--- src/rtl/mux_8x1_scan.sv ---
// Round-robin 8:1 bit multiplexer with valid/ready output and per-channel ack pulses.
// Grants one requester per word: IDLE -> HOLD (word held) -> ACK (one-cycle ack) -> IDLE.

module mux_8x1_scan #(
    parameter int unsigned FIRST_CH = 0
) (
    input  logic clk,
    input  logic rst,
    input  logic in1,
    input  logic in2,
    input  logic in3,
    input  logic in4,
    input  logic in5,
    input  logic in6,
    input  logic in7,
    input  logic in8,
    input  logic req1,
    input  logic req2,
    input  logic req3,
    input  logic req4,
    input  logic req5,
    input  logic req6,
    input  logic req7,
    input  logic req8,
    input  logic out_ready,
    output logic out_y,
    output logic outs1,
    output logic outs2,
    output logic outs3,
    output logic out_valid,
    output logic ack1,
    output logic ack2,
    output logic ack3,
    output logic ack4,
    output logic ack5,
    output logic ack6,
    output logic ack7,
    output logic ack8
);

    localparam logic [1:0] StIdle = 2'd0;
    localparam logic [1:0] StHold = 2'd1;
    localparam logic [1:0] StAck  = 2'd2;

    localparam logic [2:0] FirstPtr = 3'(FIRST_CH);

    logic [7:0] in_vec;
    logic [7:0] req_vec;

    logic [1:0] state_q, state_d;
    logic [2:0] ptr_q, ptr_d;
    logic [2:0] sel_q, sel_d;
    logic       y_q, y_d;
    logic       valid_q, valid_d;
    logic [7:0] ack_q, ack_d;

    logic       gnt_found;
    logic [2:0] gnt_idx;

    assign in_vec  = {in8, in7, in6, in5, in4, in3, in2, in1};
    assign req_vec = {req8, req7, req6, req5, req4, req3, req2, req1};

    // Search upward from the pointer, wrapping 7->0; first hit wins.
    always_comb begin
        gnt_found = 1'b0;
        gnt_idx   = ptr_q;
        for (int i = 0; i < 8; i++) begin
            if (!gnt_found && req_vec[ptr_q + 3'(i)]) begin
                gnt_found = 1'b1;
                gnt_idx   = ptr_q + 3'(i);
            end
        end
    end

    always_comb begin
        state_d = state_q;
        ptr_d   = ptr_q;
        sel_d   = sel_q;
        y_d     = y_q;
        valid_d = valid_q;
        ack_d   = '0;
        case (state_q)
            StIdle: begin
                if (gnt_found) begin
                    y_d     = in_vec[gnt_idx];
                    sel_d   = gnt_idx;
                    valid_d = 1'b1;
                    state_d = StHold;
                end
            end
            StHold: begin
                // Word and select are frozen here; only out_ready matters.
                if (out_ready) begin
                    valid_d       = 1'b0;
                    ptr_d         = sel_q + 3'd1;
                    ack_d[sel_q]  = 1'b1;
                    state_d       = StAck;
                end
            end
            StAck: begin
                state_d = StIdle;
            end
            default: begin
                valid_d = 1'b0;
                state_d = StIdle;
            end
        endcase
    end

    always_ff @(posedge clk) begin
        if (rst) begin
            state_q <= StIdle;
            ptr_q   <= FirstPtr;
            sel_q   <= 3'd0;
            y_q     <= 1'b0;
            valid_q <= 1'b0;
            ack_q   <= 8'd0;
        end else begin
            state_q <= state_d;
            ptr_q   <= ptr_d;
            sel_q   <= sel_d;
            y_q     <= y_d;
            valid_q <= valid_d;
            ack_q   <= ack_d;
        end
    end

    // outs1 is the MSB so the index drives a 1x8 demux select directly.
    assign outs1     = sel_q[2];
    assign outs2     = sel_q[1];
    assign outs3     = sel_q[0];
    assign out_y     = y_q;
    assign out_valid = valid_q;

    assign ack1 = ack_q[0];
    assign ack2 = ack_q[1];
    assign ack3 = ack_q[2];
    assign ack4 = ack_q[3];
    assign ack5 = ack_q[4];
    assign ack6 = ack_q[5];
    assign ack7 = ack_q[6];
    assign ack8 = ack_q[7];

endmodule

--- config.mk ---
export PLATFORM = sky130hd
export DESIGN_NAME = mux_8x1_scan
export DESIGN_NICKNAME = d
export VERILOG_FILES = /design/src/rtl/mux_8x1_scan.sv
export SDC_FILE = /design/constraint.sdc
export NUM_CORES = 1
export LEC_CHECK = 0
export BUFFER_PORTS_ARGS = -buffer_cell sky130_fd_sc_hd__buf_4
export CAP_MARGIN = 25
export CORE_UTILIZATION = 55
export CTS_CLUSTER_SIZE = 16
export DETAILED_ROUTE_END_ITERATION = 12
export PLACE_DENSITY = 0.79
export RECOVER_POWER = 25
export SETUP_SLACK_MARGIN = 0.1
export SLEW_MARGIN = 20
export SYNTH_ARGS = -nofsm -noshare
export SYNTH_HDL_FRONTEND = slang
export SYNTH_SLANG_ARGS = --single-unit
--- constraint.sdc ---
create_clock -name clk -period 11.5 [get_ports clk]
set_input_delay 0.575 -clock clk [delete_from_list [all_inputs] [get_ports clk]]
set_output_delay 0.575 -clock clk [all_outputs]
set_load 0.02 [all_outputs]
Yosys cells after proc, flatten, opt, wreduce, memory -nomap -nowiden. Cells that the tools add are included.

Add/sub/neg operators: 8. $lt $le $gt $ge: 11. Eq/ne operators: 4. Multiplexer cells: 41. Bitwise operators: 3. Reductions and logical operators: 21.

Operator list (count): $lt 3x4->1 const B (10); $bmux 1 s3 (9); $mux 3 (7); $mux 1 (20); $add 3x3->3 const B (4); $logic_and 1x1->1 (8); $logic_not 1->1 (7); $add 3x1->3 const B (2); $add 3x2->3 const B (2); $reduce_and 2->1 (3); $mux 2 (2); $ne 2x2->1 const B (2); $pmux 2 s2 (1); $demux 1 s3 (1); $ge 3x1->1 const B (1); $not 1->1 (3); $pmux 1 s3 (1); $reduce_and 3->1 (1); $reduce_or 3->1 (1); $eq 2x1->1 const B (1); $eq 2x2->1 const B (1); $logic_not 2->1 (1).

Register bits: 18. Input port bits: 19. Output and inout port bits: 13. Logic and storage cells: 94.

Depth between registers and ports, before layout. Gate-level depths: netlist of run 1.

Depth after elaboration: 26. Mapped depth: 14. Gate-level depth less buffers: 11.

Least setup slack after synthesis of run 1. OpenSTA, ideal clock, no wires.

Path kind: register -> register. Start: register ptr_q[1]. End: register y_q, in the netlist out_y. Arrival time: 3478 ps. Data required time: 11374 ps. Path slack: 7896 ps. Cell stages (with the launch flop): 14. Buffers on the path: 2. Clock period less this slack: 3604 ps. Cell sequence: dfxtp_1 -> buf_4 -> clkbuf_1 -> inv_1 -> ha_1 -> mux2_2 -> mux4_2 -> nor2b_4 -> o2111ai_2 -> a21o_1 -> a22o_1 -> or4_1 -> a21oi_1 -> a211oi_1.

Longest elaborated chain between the ends: 26. Elaborated cells on any way between the ends: 55. Those cells by class: 7 x add/sub; 33 x mux; 15 x reduce/logical.

RTL lines: start, declared (RTL line 51) `logic [2:0] ptr_q, ptr_d;`; start signal, assigned (RTL line 113) `ptr_q <= FirstPtr;`; start signal, assigned (RTL line 120) `ptr_q <= ptr_d;`; parallel branches: the longest is 26 deep, another holds $add 3x1->3; end signal, assigned (RTL line 122) `y_q <= y_d;`; end, declared (RTL line 53) `logic y_q, y_d;`.

Several ways; the timed one is not identified. The select of a mux whose other input is x is not followed. A chain may end at the register's enable or synchronous reset.

Final worst setup path of run 1. Ends and elaborated chain as after synthesis.

==> summary.md, run 1 <==
| Metric | Value |
|---|---|
| Clk buf depth | `2` |
| LEAKAGE | `0.796 nW` |
| Setup WS pre-CTS | `7.29 ns` |
| Post-DP Area | `2090 um2` |
| Finished Layout Cells | `285` |
| Violated checks | `capacitance limit, slew limit` |
| Commonest cells in the netlist | `nor2_1, dfxtp_1, nand2_1` |
| Count of final hold-check violations | `0` |
| Required time of the worst setup path | `11.69 ns` |
| Share of cells above drive strength 1 | `27.8%` |
| Final Cell Area | `2120 um2` |
| Worst min path class | `register to register` |
| Post-CTS setup buffers | `0` |
| DRT Pass-1 Iters | `4` |
| Fin crit period | `4.28 ns` |
| Synthesized area per cell | `8.57 um2` |
| Port bufs | `31` |
| Post-CTS Hold Fix Bufs | `0` |
| RSZ-0062 raised after global routing | `no` |
| Vias in the first global route | `1601` |
| Max-cap viol count | `1` |
| Via/cell ratio | `6.32` |
| First-pass GRT wire length | `7110 um` |
| Final setup margin | `7.22 ns` |
| Initial antenna violation count | `0` |
| Top post-synthesis cells by area | `dfxtp_1, mux4_2, mux2i_1` |
| R2R Setup Slk | `7.22 ns` |
| Cell Area, Synth | `1870 um2` |
| R2R Path End | `out_y` |
| Antenna diode instance count | `0` |
| Cell Pwr Density | `109 nW/um2` |
| Synth unique cells | `60` |
| CP max FO | `19` |
| Core area | `3130 um2` |
| Crit Path Category | `register to register` |
| Most used DFF post-synth | `dfxtp_1` |
| Startpoint Class | `register` |
| Multi-input gate area | `1410 um2` |
| Syn Inst Count | `218` |
| Initial core utilization | `59.7%` |
| Inst Count DP | `281` |
| CTS root buf | `clkbuf_4` |
| DRT iter0 DRCs | `80` |
| DRT antenna net count | `0` |
| Final Power | `0.231 mW` |
| DR WL/cell | `15.7 um` |
| Syn Nets | `240` |
| CTS resizes | `0` |
| Die area | `3630 um2` |
| Register area share after synthesis | `19.3%` |
| Register bit total from synthesis | `18` |
| Worst vdd ir | `0.0000981 V` |
| Cts bufs inserted | `3` |
| Worst reg2reg path startpoint | `ptr_q[1]` |
| Post-synth top area share | `19.3%` |
| Worst skew pair latency | `0.29 ns` |
| Final period util | `37.2%` |
| Post-synth EDFFs | `0` |
| Largest net degree at the start of global routing | `33` |
| Gr ovfl total | `0` |
| Fin Setup TNS | `0 ns` |
| Area Growth Syn to Fin | `13.6%` |
| CTS clk-pin slew, worst paths | `0.10 ns` |
| Remaining DRCs | `0` |
| Arr. time, crit path | `4.47 ns` |
| Register Area | `360 um2` |
| Io pins | `32` |
| CTS Sinks | `18` |
| Clk_skew | `0.00846 ns` |
| Final setup vio count | `0` |
| Met1 usage | `34.2%` |
| Max Slew Vio Count | `33` |
| Status | `complete, but fails checks` |
| Top-count cell post-synth | `nor2_1` |
| # nets final | `264` |
| Fmax | `234 MHz` |
| Worst Setup End Kind | `register` |
| GR Util met2 | `44.7%` |
| Die height | `60.3 um` |
| Synth warnings | `0` |
| # fillers | `266` |
| TritonCTS clock tree | `built` |
| DRT Wirelength | `4470 um` |
| All-Layer GR Usage | `26.1%` |
| Gr busiest metal | `met2` |
| Critical path origin | `ptr_q[1]` |
| Worst Reg-to-Reg Cells | `11` |
| Die Wd | `60.3 um` |
| Post-synth top area cell | `dfxtp_1` |
| Least-Margin Pin Slew | `1.58 ns` |
| H-tree depth | `1` |
| Async S/R FF share, synth | `0%` |
| Worst Setup EP | `out_y` |
| # rows | `20` |
| Routability-driven placement congestion ratio | `0.900` |
| Worst slew margin | `-5.60%` |
| DP Wirelength | `3450 um` |
| Via Count | `1802` |
| Global Route met3 Usage | `2.81%` |
==> flip-flops by register name, indices dropped and copies added (netlist names) <==
name       flops
ack_q          8
ptr_q          3
sel_q          3
state_q        2
out_valid      1
out_y          1
==> cell type report <==
type / count / area share (%)
tap: 44 / 2.59
sequential: 18 / 17.0
multi-input combinational: 181 / 66.5
timing repair buffer: 32 / 11.1
inverter: 6 / 1.06
clock buffer: 4 / 1.71
==> cells in the final DEF (no fill, tap or decap), types with 4 or more instances in the layout <==
cell type and count:
mux2i_1 15, mux2_2 8, nand2_1 17, nor2b_1 5, nor4_1 4, o31ai_1 4, o22ai_1 4, nor3_1 5
nand3b_1 4, a211oi_1 4, buf_4 31, nor2_1 21, a21oi_1 9, nand2b_1 6, dfxtp_1 18, inv_1 6
nand3_1 7, mux4_2 8
==> per-stage QoR <==
stage	util, %	hold WS, ns
final	67.8	0.508
after floorplan	-	0.501
after CTS	68.0	0.509
after global placement	66.8	0.477
after detailed placement	66.8	0.493
after global routing	67.8	0.511
==> worst max-delay path: stages, from the launching register on <==
cell       delay, ns
dfxtp_1         0.81
inv_1           0.18
ha_1            0.67
mux2_2          0.42
mux4_2          0.53
nor2b_4         0.18
o2111ai_2       0.17
a21o_1          0.21
a22o_1          0.24
or4_1           0.55
a21oi_1         0.14
a211oi_1        0.06
==> worst min path at each step <==
stage	endpoint	depth (start not counted)	slack (ns)	from
after floorplan	state_q[0]	1	0.50	state_q[1]
after CTS	ptr_q[1]	2	0.51	rst
final	out_valid	2	0.51	out_valid
after global placement	out_valid	2	0.48	out_valid
after global routing	ptr_q[1]	2	0.51	rst
after detailed placement	out_valid	2	0.49	out_valid
==> kinds of logic after synthesis <==
family,Yosys count,share of synthesized area [%]
AOI/OAI and AO/OA,56,23.9
xor gates and xnor gates,6,3.62
adders and majority gates,3,2.01
buffers and inverters,19,5.16
DFF,18,19.3
muxes,31,22.5
and+or+nand+nor,85,23.5
==> report_power, final <==
part	internal [mW]	switching, mW	leakage (nW)
combinational	0.0541	0.0649	0.628
clock	0.0193	0.0192	0.0210
sequential	0.0665	0.00750	0.147
total	0.140	0.0915	0.796
==> per-layer routing <==
layer | up-vias | share of wire [%]
li1 | 882 | -
met4 | 0 | 1.4
met1 | 856 | 46
met3 | 7 | 4.9
met2 | 57 | 48
met5 | - | 0
Power figures use the tool's default switching activity.
==> run 2: changes to the inputs <==
- CORE_UTILIZATION: 55 -> 51
- PLACE_DENSITY: 0.79 -> 0.77
- clock period: 11.5 -> 3.7 ns (I/O delays scaled with it)
==> run 2 against run 1 <==
Compared with the run above:
- the run now ends clean
- design area grew 0.59%
- flip-flop and latch count did not move
- critical path depth stayed put
- cell count grew 2.1%
- register-to-register slack worse by 6.9 ns
- worst setup slack got worse by 6.9 ns
- clock skew decreased by 0.0031 ns
- sequential power rose to 3.0 times the previous value
- sequential share of layout area is 0.10 points lower
- count of clock-buffer cells in the layout unchanged
- clock power rose to 3.1 times the previous value
==> summary.md, run 2 (synthesis results as in run 1) <==
| Metric | Value |
|---|---|
| Routability-driven placement congestion ratio | `0.920 (+2.2%)` |
| Max-cap viol count | `0 (-1)` |
| TritonCTS clock tree | `built` |
| Via Count | `1782 (-1.1%)` |
| # rows | `21 (+5.0%)` |
| Leading cell type in the layout, fill and taps excluded | `buf_4` |
| Core area | `3420 um2 (+9.2%)` |
| Die Wd | `62.5 um (+3.7%)` |
| Register Area | `360 um2 (unchanged)` |
| Final Power | `0.728 mW (+210%)` |
| CTS clk-pin slew, worst paths | `0.10 ns (about the same)` |
| Final setup vio count | `0 (unchanged)` |
| Fmax | `293 MHz (+25%)` |
| DR WL/cell | `15.7 um (about the same)` |
| Initial antenna violation count | `0 (unchanged)` |
| First-pass GRT wire length | `7670 um (+7.8%)` |
| Crit Path Category | `register to register` |
| Vias in the first global route | `1691 (+5.6%)` |
| Critical path origin | `ptr_q[1]` |
| Arr. time, crit path | `3.59 ns (-0.88 ns)` |
| Worst vdd ir | `0.000241 V (+150%)` |
| Fin Setup TNS | `0 ns (unchanged)` |
| Die height | `62.5 um (+3.7%)` |
| Clk_skew | `0.00539 ns (-0.00307 ns)` |
| Final setup margin | `0.283 ns (-6.94 ns)` |
| CTS Sinks | `18 (unchanged)` |
| Worst skew pair latency | `0.29 ns (about the same)` |
| DRT Wirelength | `4570 um (+2.1%)` |
| Min-delay src | `rst` |
| Fin crit period | `3.42 ns (-0.859 ns)` |
| Port bufs | `31 (unchanged)` |
| Clk pwr share | `16.4% (-0.2 points)` |
| Gr ovfl total | `0 (unchanged)` |
| Post-layout util | `62.5% (-5.3 points)` |
| Io pins | `32 (unchanged)` |
| Die area | `3910 um2 (+7.6%)` |
| Largest net degree at the start of global routing | `33 (unchanged)` |
| Worst Setup End Kind | `register` |
| Comb pwr share | `52.9% (+1.5 points)` |
| Max Slew Vio Count | `0 (-100%)` |
| DRT antenna net count | `0 (unchanged)` |
| Initial core utilization | `54.7% (-5.0 points)` |
| Slowest-stage cell, CP | `mux4_2` |
| Multi-input gate area | `1410 um2 (+0.18%)` |
| Internal Power | `0.442 mW (+220%)` |
| Least-Margin Pin Slew | `0.447 ns (-1.14 ns)` |
| DRT Pass-1 Iters | `4 (unchanged)` |
| LEAKAGE | `0.790 nW (-0.75%)` |
| CTS root buf | `clkbuf_4` |
| # nets final | `268 (+1.5%)` |
| Cell Pwr Density | `341 nW/um2 (+210%)` |
| Switching power | `0.286 mW (+210%)` |
| Worst min path class | `input port to register` |
| CP max FO | `6 (-13)` |
| Status | `completed` |
| # fillers | `303 (+14%)` |
| Clk buf depth | `2 (unchanged)` |
| DP Wirelength | `3530 um (+2.3%)` |
| Setup WS pre-CTS | `0.286 ns (-7.00 ns)` |
| Max reg flops | `8 (unchanged)` |
| Antenna diode instance count | `0 (unchanged)` |
| Required time of the worst setup path | `3.88 ns (-7.81 ns)` |
| Startpoint Class | `register` |
| All-Layer GR Usage | `24.1% (-2.0 points)` |
| Sw Share | `39.2% (-0.31 points)` |
| Remaining DRCs | `0 (unchanged)` |
| Largest Register | `ack_q` |
| Crit-path cells | `inv_1, ha_2, mux2_2, mux4_2, nor2b_4, o2111ai_2, a21o_1, a22o_1, or4_1, a21oi_1, a211oi_1` |
| RSZ-0062 raised after global routing | `no` |
| Share of cells above drive strength 1 | `26.9% (-0.86 points)` |
| Register share of total power | `30.7% (-1.3 points)` |
| Area Growth Syn to Fin | `14.3%` |
| Worst slew margin | `69.3% (+75 points)` |
| Worst reg2reg path startpoint | `ptr_q[1]` |
| DRT iter0 DRCs | `126 (+57%)` |
| Worst path max stage delay | `0.53 ns (-0.28 ns)` |
| Final period util | `92.4% (+55 points)` |
| H-tree depth | `1 (unchanged)` |
| Cts bufs inserted | `3 (unchanged)` |
| Via/cell ratio | `6.12 (-3.1%)` |
| Regs by FF count | `ack_q x8, ptr_q x3, sel_q x3` |
| Commonest non-fill, non-tap cells in the layout | `buf_4, nor2_1, dfxtp_1` |
| Count of final hold-check violations | `0 (unchanged)` |
[run 2: critical path, delay by kind of cell, from the launching register on]
kind	cells	cell delay (ns)
multiplexers	2	0.91
AO/OA/AOI/OAI	5	0.82
flip-flops	1	0.36
buffers and inverters	1	0.09
AND/OR/NAND/NOR	2	0.71
adder cells (fa/ha/maj)	1	0.41
[run 2: metal layers]
metal | wire, um | track usage, %
met1 | 2100 | 31.2
met2 | 2210 | 41.3
met3 | 170 | 1.46
met4 | 90 | 10.2
met5 | 0 | 0
[run 2: final timing paths]
kind	endpoint	slack [ns]	depth (start not counted)
max	out_y	0.28	11
max reg2reg	out_y	0.28	11
min	ptr_q[2]	0.14	2
min reg2reg	out_valid	0.50	2
[run 2: repair_timing]
item	4_1_cts	5_1_grt
gates resized for setup	0	1
setup endpoints to repair	0	1
hold buffers	0	0
buffers inserted	0	1
[run 2: area by class of cell]
type	count	area share [%]
well taps	46	2.70
inverters	6	1.06
repair buffers	36	11.4
clock buffers	4	1.70
flip-flops and latches	18	16.9
multi-input cells	181	66.2
[run 2: through the flow]
step,instances,hold WS [ns],instance area [um2]
final,291,0.137,2130
after detailed placement,286,0.443,2110
after CTS,290,0.132,2150
after global routing,291,0.137,2130
after floorplan,218,0.387,1870
after global placement,286,0.442,2110
[run 2: power groups by stage]
stage	combinational [mW]	clock, mW	sequential, mW
after floorplan	0.283	0	0.233
after global placement	0.372	0	0.227
final	0.385	0.119	0.223
after detailed placement	0.374	0	0.228
after global routing	0.419	0.134	0.226
after CTS	0.377	0.124	0.224
==> run 3: changes to the inputs <==
--- a/config.mk
+++ b/config.mk
@@ -6,4 +6,5 @@
 export NUM_CORES = 1
 export LEC_CHECK = 0
+export ABC_CLOCK_PERIOD_IN_PS = 3700
 export BUFFER_PORTS_ARGS = -buffer_cell sky130_fd_sc_hd__buf_4
 export CAP_MARGIN = 25
==> constraint.sdc (replaced) <==
create_clock -name clk -period 3.7 [get_ports clk]
set_input_delay 0.555 -clock clk [delete_from_list [all_inputs] [get_ports clk]]
set_output_delay 0.555 -clock clk [all_outputs]
set_load 0.02 [all_outputs]
==> run 3 against run 2 <==
Compared with the run above:
- non-clock buffer count stayed put
- power increased by 0.34%
- sequential power hardly changed
- wire length is 0.33% higher
- critical path depth up 1
- combinational power is essentially flat
- first-iteration DRC count down 4.0%
- sequential share of layout area is 0.21 points lower
- maximum frequency is 0.46% higher
- critical path type unchanged
- critical endpoint unchanged
==> summary.md, run 3 (synthesis results as in run 1) <==
| Metric | Value |
|---|---|
| Core area | `3420 um2 (unchanged)` |
| DRT antenna net count | `0 (unchanged)` |
| Vias in the first global route | `1691 (unchanged)` |
| Worst path max stage delay | `0.53 ns (about the same)` |
| Die area | `3910 um2 (unchanged)` |
| Leading cell type in the layout, fill and taps excluded | `buf_4` |
| Max Slew Vio Count | `0 (unchanged)` |
| Status | `completed` |
| Crit Path Category | `register to register` |
| Die height | `62.5 um (unchanged)` |
| Startpoint Class | `register` |
| CTS clk-pin slew, worst paths | `0.10 ns (about the same)` |
| Inst Count DP | `286 (unchanged)` |
| Clk_skew | `0.00289 ns (-0.00250 ns)` |
| DRT Pass-1 Iters | `5 (+1)` |
| Share of cells above drive strength 1 | `29.8% (+2.9 points)` |
| RSZ-0062 raised after global routing | `no` |
| Least-Margin Pin Slew | `0.446 ns (-0.00141 ns)` |
| TritonCTS clock tree | `built` |
| LEAKAGE | `0.820 nW (+3.8%)` |
| Largest net degree at the start of global routing | `33 (unchanged)` |
| Required time of the worst setup path | `3.88 ns (about the same)` |
| Antenna diode instance count | `0 (unchanged)` |
| Comb pwr share | `52.8% (about the same)` |
| Routability-driven placement congestion ratio | `0.920 (unchanged)` |
| Clk buf depth | `2 (unchanged)` |
| Via Count | `1773 (-0.51%)` |
| CP top delay family | `compound AO/OA/AOI/OAI gates` |
| Switching power | `0.287 mW (+0.67%)` |
| Remaining DRCs | `0 (unchanged)` |
| Fin Setup TNS | `0 ns (unchanged)` |
| Max-cap viol count | `0 (unchanged)` |
| Crit path top cell by count | `mux2i_1` |
| Via/cell ratio | `6.09 (-0.51%)` |
| Die Wd | `62.5 um (unchanged)` |
| Gr ovfl total | `0 (unchanged)` |
| Largest Register | `ack_q` |
| DRT iter0 DRCs | `121 (-4.0%)` |
| DR WL/cell | `15.7 um (+0.33%)` |
| All-Layer GR Usage | `24.1% (unchanged)` |
| Buffers and inverters on the worst path | `2 (+1)` |
| Slowest-stage cell, CP | `or4_1` |
| Port bufs | `31 (unchanged)` |
| Worst vdd ir | `0.000242 V (+0.33%)` |
| Max reg flops | `8 (unchanged)` |
| Sw Share | `39.4% (+0.13 points)` |
| Internal Power | `0.443 mW (+0.12%)` |
| CTS Sinks | `18 (unchanged)` |
| DRT Wirelength | `4580 um (+0.33%)` |
| # fillers | `293 (-3.3%)` |
| Worst skew pair latency | `0.29 ns (about the same)` |
| Critical path depth in cells | `12 (+1)` |
| Cell Pwr Density | `338 nW/um2 (-0.88%)` |
| Count of final hold-check violations | `0 (unchanged)` |
| Commonest non-fill, non-tap cells in the layout | `buf_4, nor2_1, dfxtp_1` |
| # rows | `21 (unchanged)` |
| CTS root buf | `clkbuf_4` |
| DP Wirelength | `3530 um (unchanged)` |
| Arr. time, crit path | `3.58 ns (about the same)` |
| Hold Path Depth | `2 (unchanged)` |
| Worst slew margin | `69.4% (+0.097 points)` |
| Worst Setup End Kind | `register` |
| Worst min path class | `register to register` |
| Register share of total power | `30.7% (about the same)` |
| Regs by FF count | `ack_q x8, ptr_q x3, sel_q x3` |
| Crit-path cells | `inv_1, ha_2, buf_4, mux2i_1, mux2i_1, o221ai_2, o2111ai_2, a21o_1, a22o_1, or4_1, a21oi_1, a211oi_1` |
| Cts bufs inserted | `3 (unchanged)` |
| Fmax | `294 MHz (+0.46%)` |
| Io pins | `32 (unchanged)` |
| Final setup vio count | `0 (unchanged)` |
| H-tree depth | `1 (unchanged)` |
| Initial core utilization | `54.7% (unchanged)` |
| Final period util | `91.9% (-0.42 points)` |
| Finished Layout Cells | `291 (unchanged)` |
| CP max FO | `9 (+3)` |
| Worst Reg-to-Reg Cells | `12 (+1)` |
| Initial antenna violation count | `0 (unchanged)` |
| Post-CTS Hold Fix Bufs | `0 (unchanged)` |
| Area Growth Syn to Fin | `15.7%` |
| R2R Setup Slk | `0.30 ns (+0.02 ns)` |
| First-pass GRT wire length | `7670 um (unchanged)` |
| # nets final | `268 (unchanged)` |
| Clk pwr share | `16.6% (+0.2 points)` |
| Fin crit period | `3.40 ns (-0.0155 ns)` |
-- run 3: cell count changes in the layout (fill, tap and decap cells not counted) --
cell,previous run,this run
buf_4,29,36
clkbuf_1,7,0
-- run 3: worst paths after layout --
check                    to       from
setup / recovery      out_y   ptr_q[1]
hold / removal    out_valid  out_valid
setup reg to reg      out_y   ptr_q[1]
hold reg to reg   out_valid  out_valid
-- run 3: cell type report --
| class | count | area, um2 | share of cell area, % |
|---|---|---|---|
| clock buffers | 4 | 36.3 | 1.68 |
| inverters | 6 | 22.5 | 1.04 |
| multi-input cells | 181 | 1410 | 65.4 |
| flip-flops and latches | 18 | 360 | 16.7 |
| well taps | 46 | 57.6 | 2.66 |
| repair buffers | 36 | 270 | 12.5 |
-- run 3: worst min-delay path, cell delays in order, from the launching register on --
cell and delay, ns:
dfxtp_1 0.34, nand2_1 0.07, a21oi_1 0.06
-- run 3: metal layers --
layer | global-route usage, % | vias to the layer above | wire length, um
li1 | - | 880 | -
met1 | 31.2 | 831 | 2080
met2 | 41.3 | 52 | 2200
met3 | 1.46 | 10 | 205
met4 | 10.2 | 0 | 93
met5 | 0 | - | 0
-- run 3: power groups by stage --
stage	Sequential, mW	Combinational [mW]	Clock, mW
6_report	0.224	0.385	0.121
5_1_grt	0.226	0.419	0.134
4_1_cts	0.224	0.377	0.124
3_5_place_dp	0.228	0.374	0
3_3_place_gp	0.227	0.372	0
2_1_floorplan	0.233	0.283	0
-- run 3: timing repair --
action / CTS / global route
buffers inserted: 0 / 1
endpoints found under the setup margin: 0 / 1
resized for setup: 0 / 1
-- run 3: metrics by stage --
step,power [mW],area (um2),hold WS (ns),worst slack [ns],util [%]
after floorplan,0.517,1870,0.501,0.215,-
after global placement,0.599,2110,0.475,0.375,61.9
after detailed placement,0.602,2110,0.483,0.286,61.9
after CTS,0.725,2150,0.502,0.257,63.0
after global routing,0.779,2160,0.507,0.119,63.3
final,0.730,2160,0.504,0.298,63.3
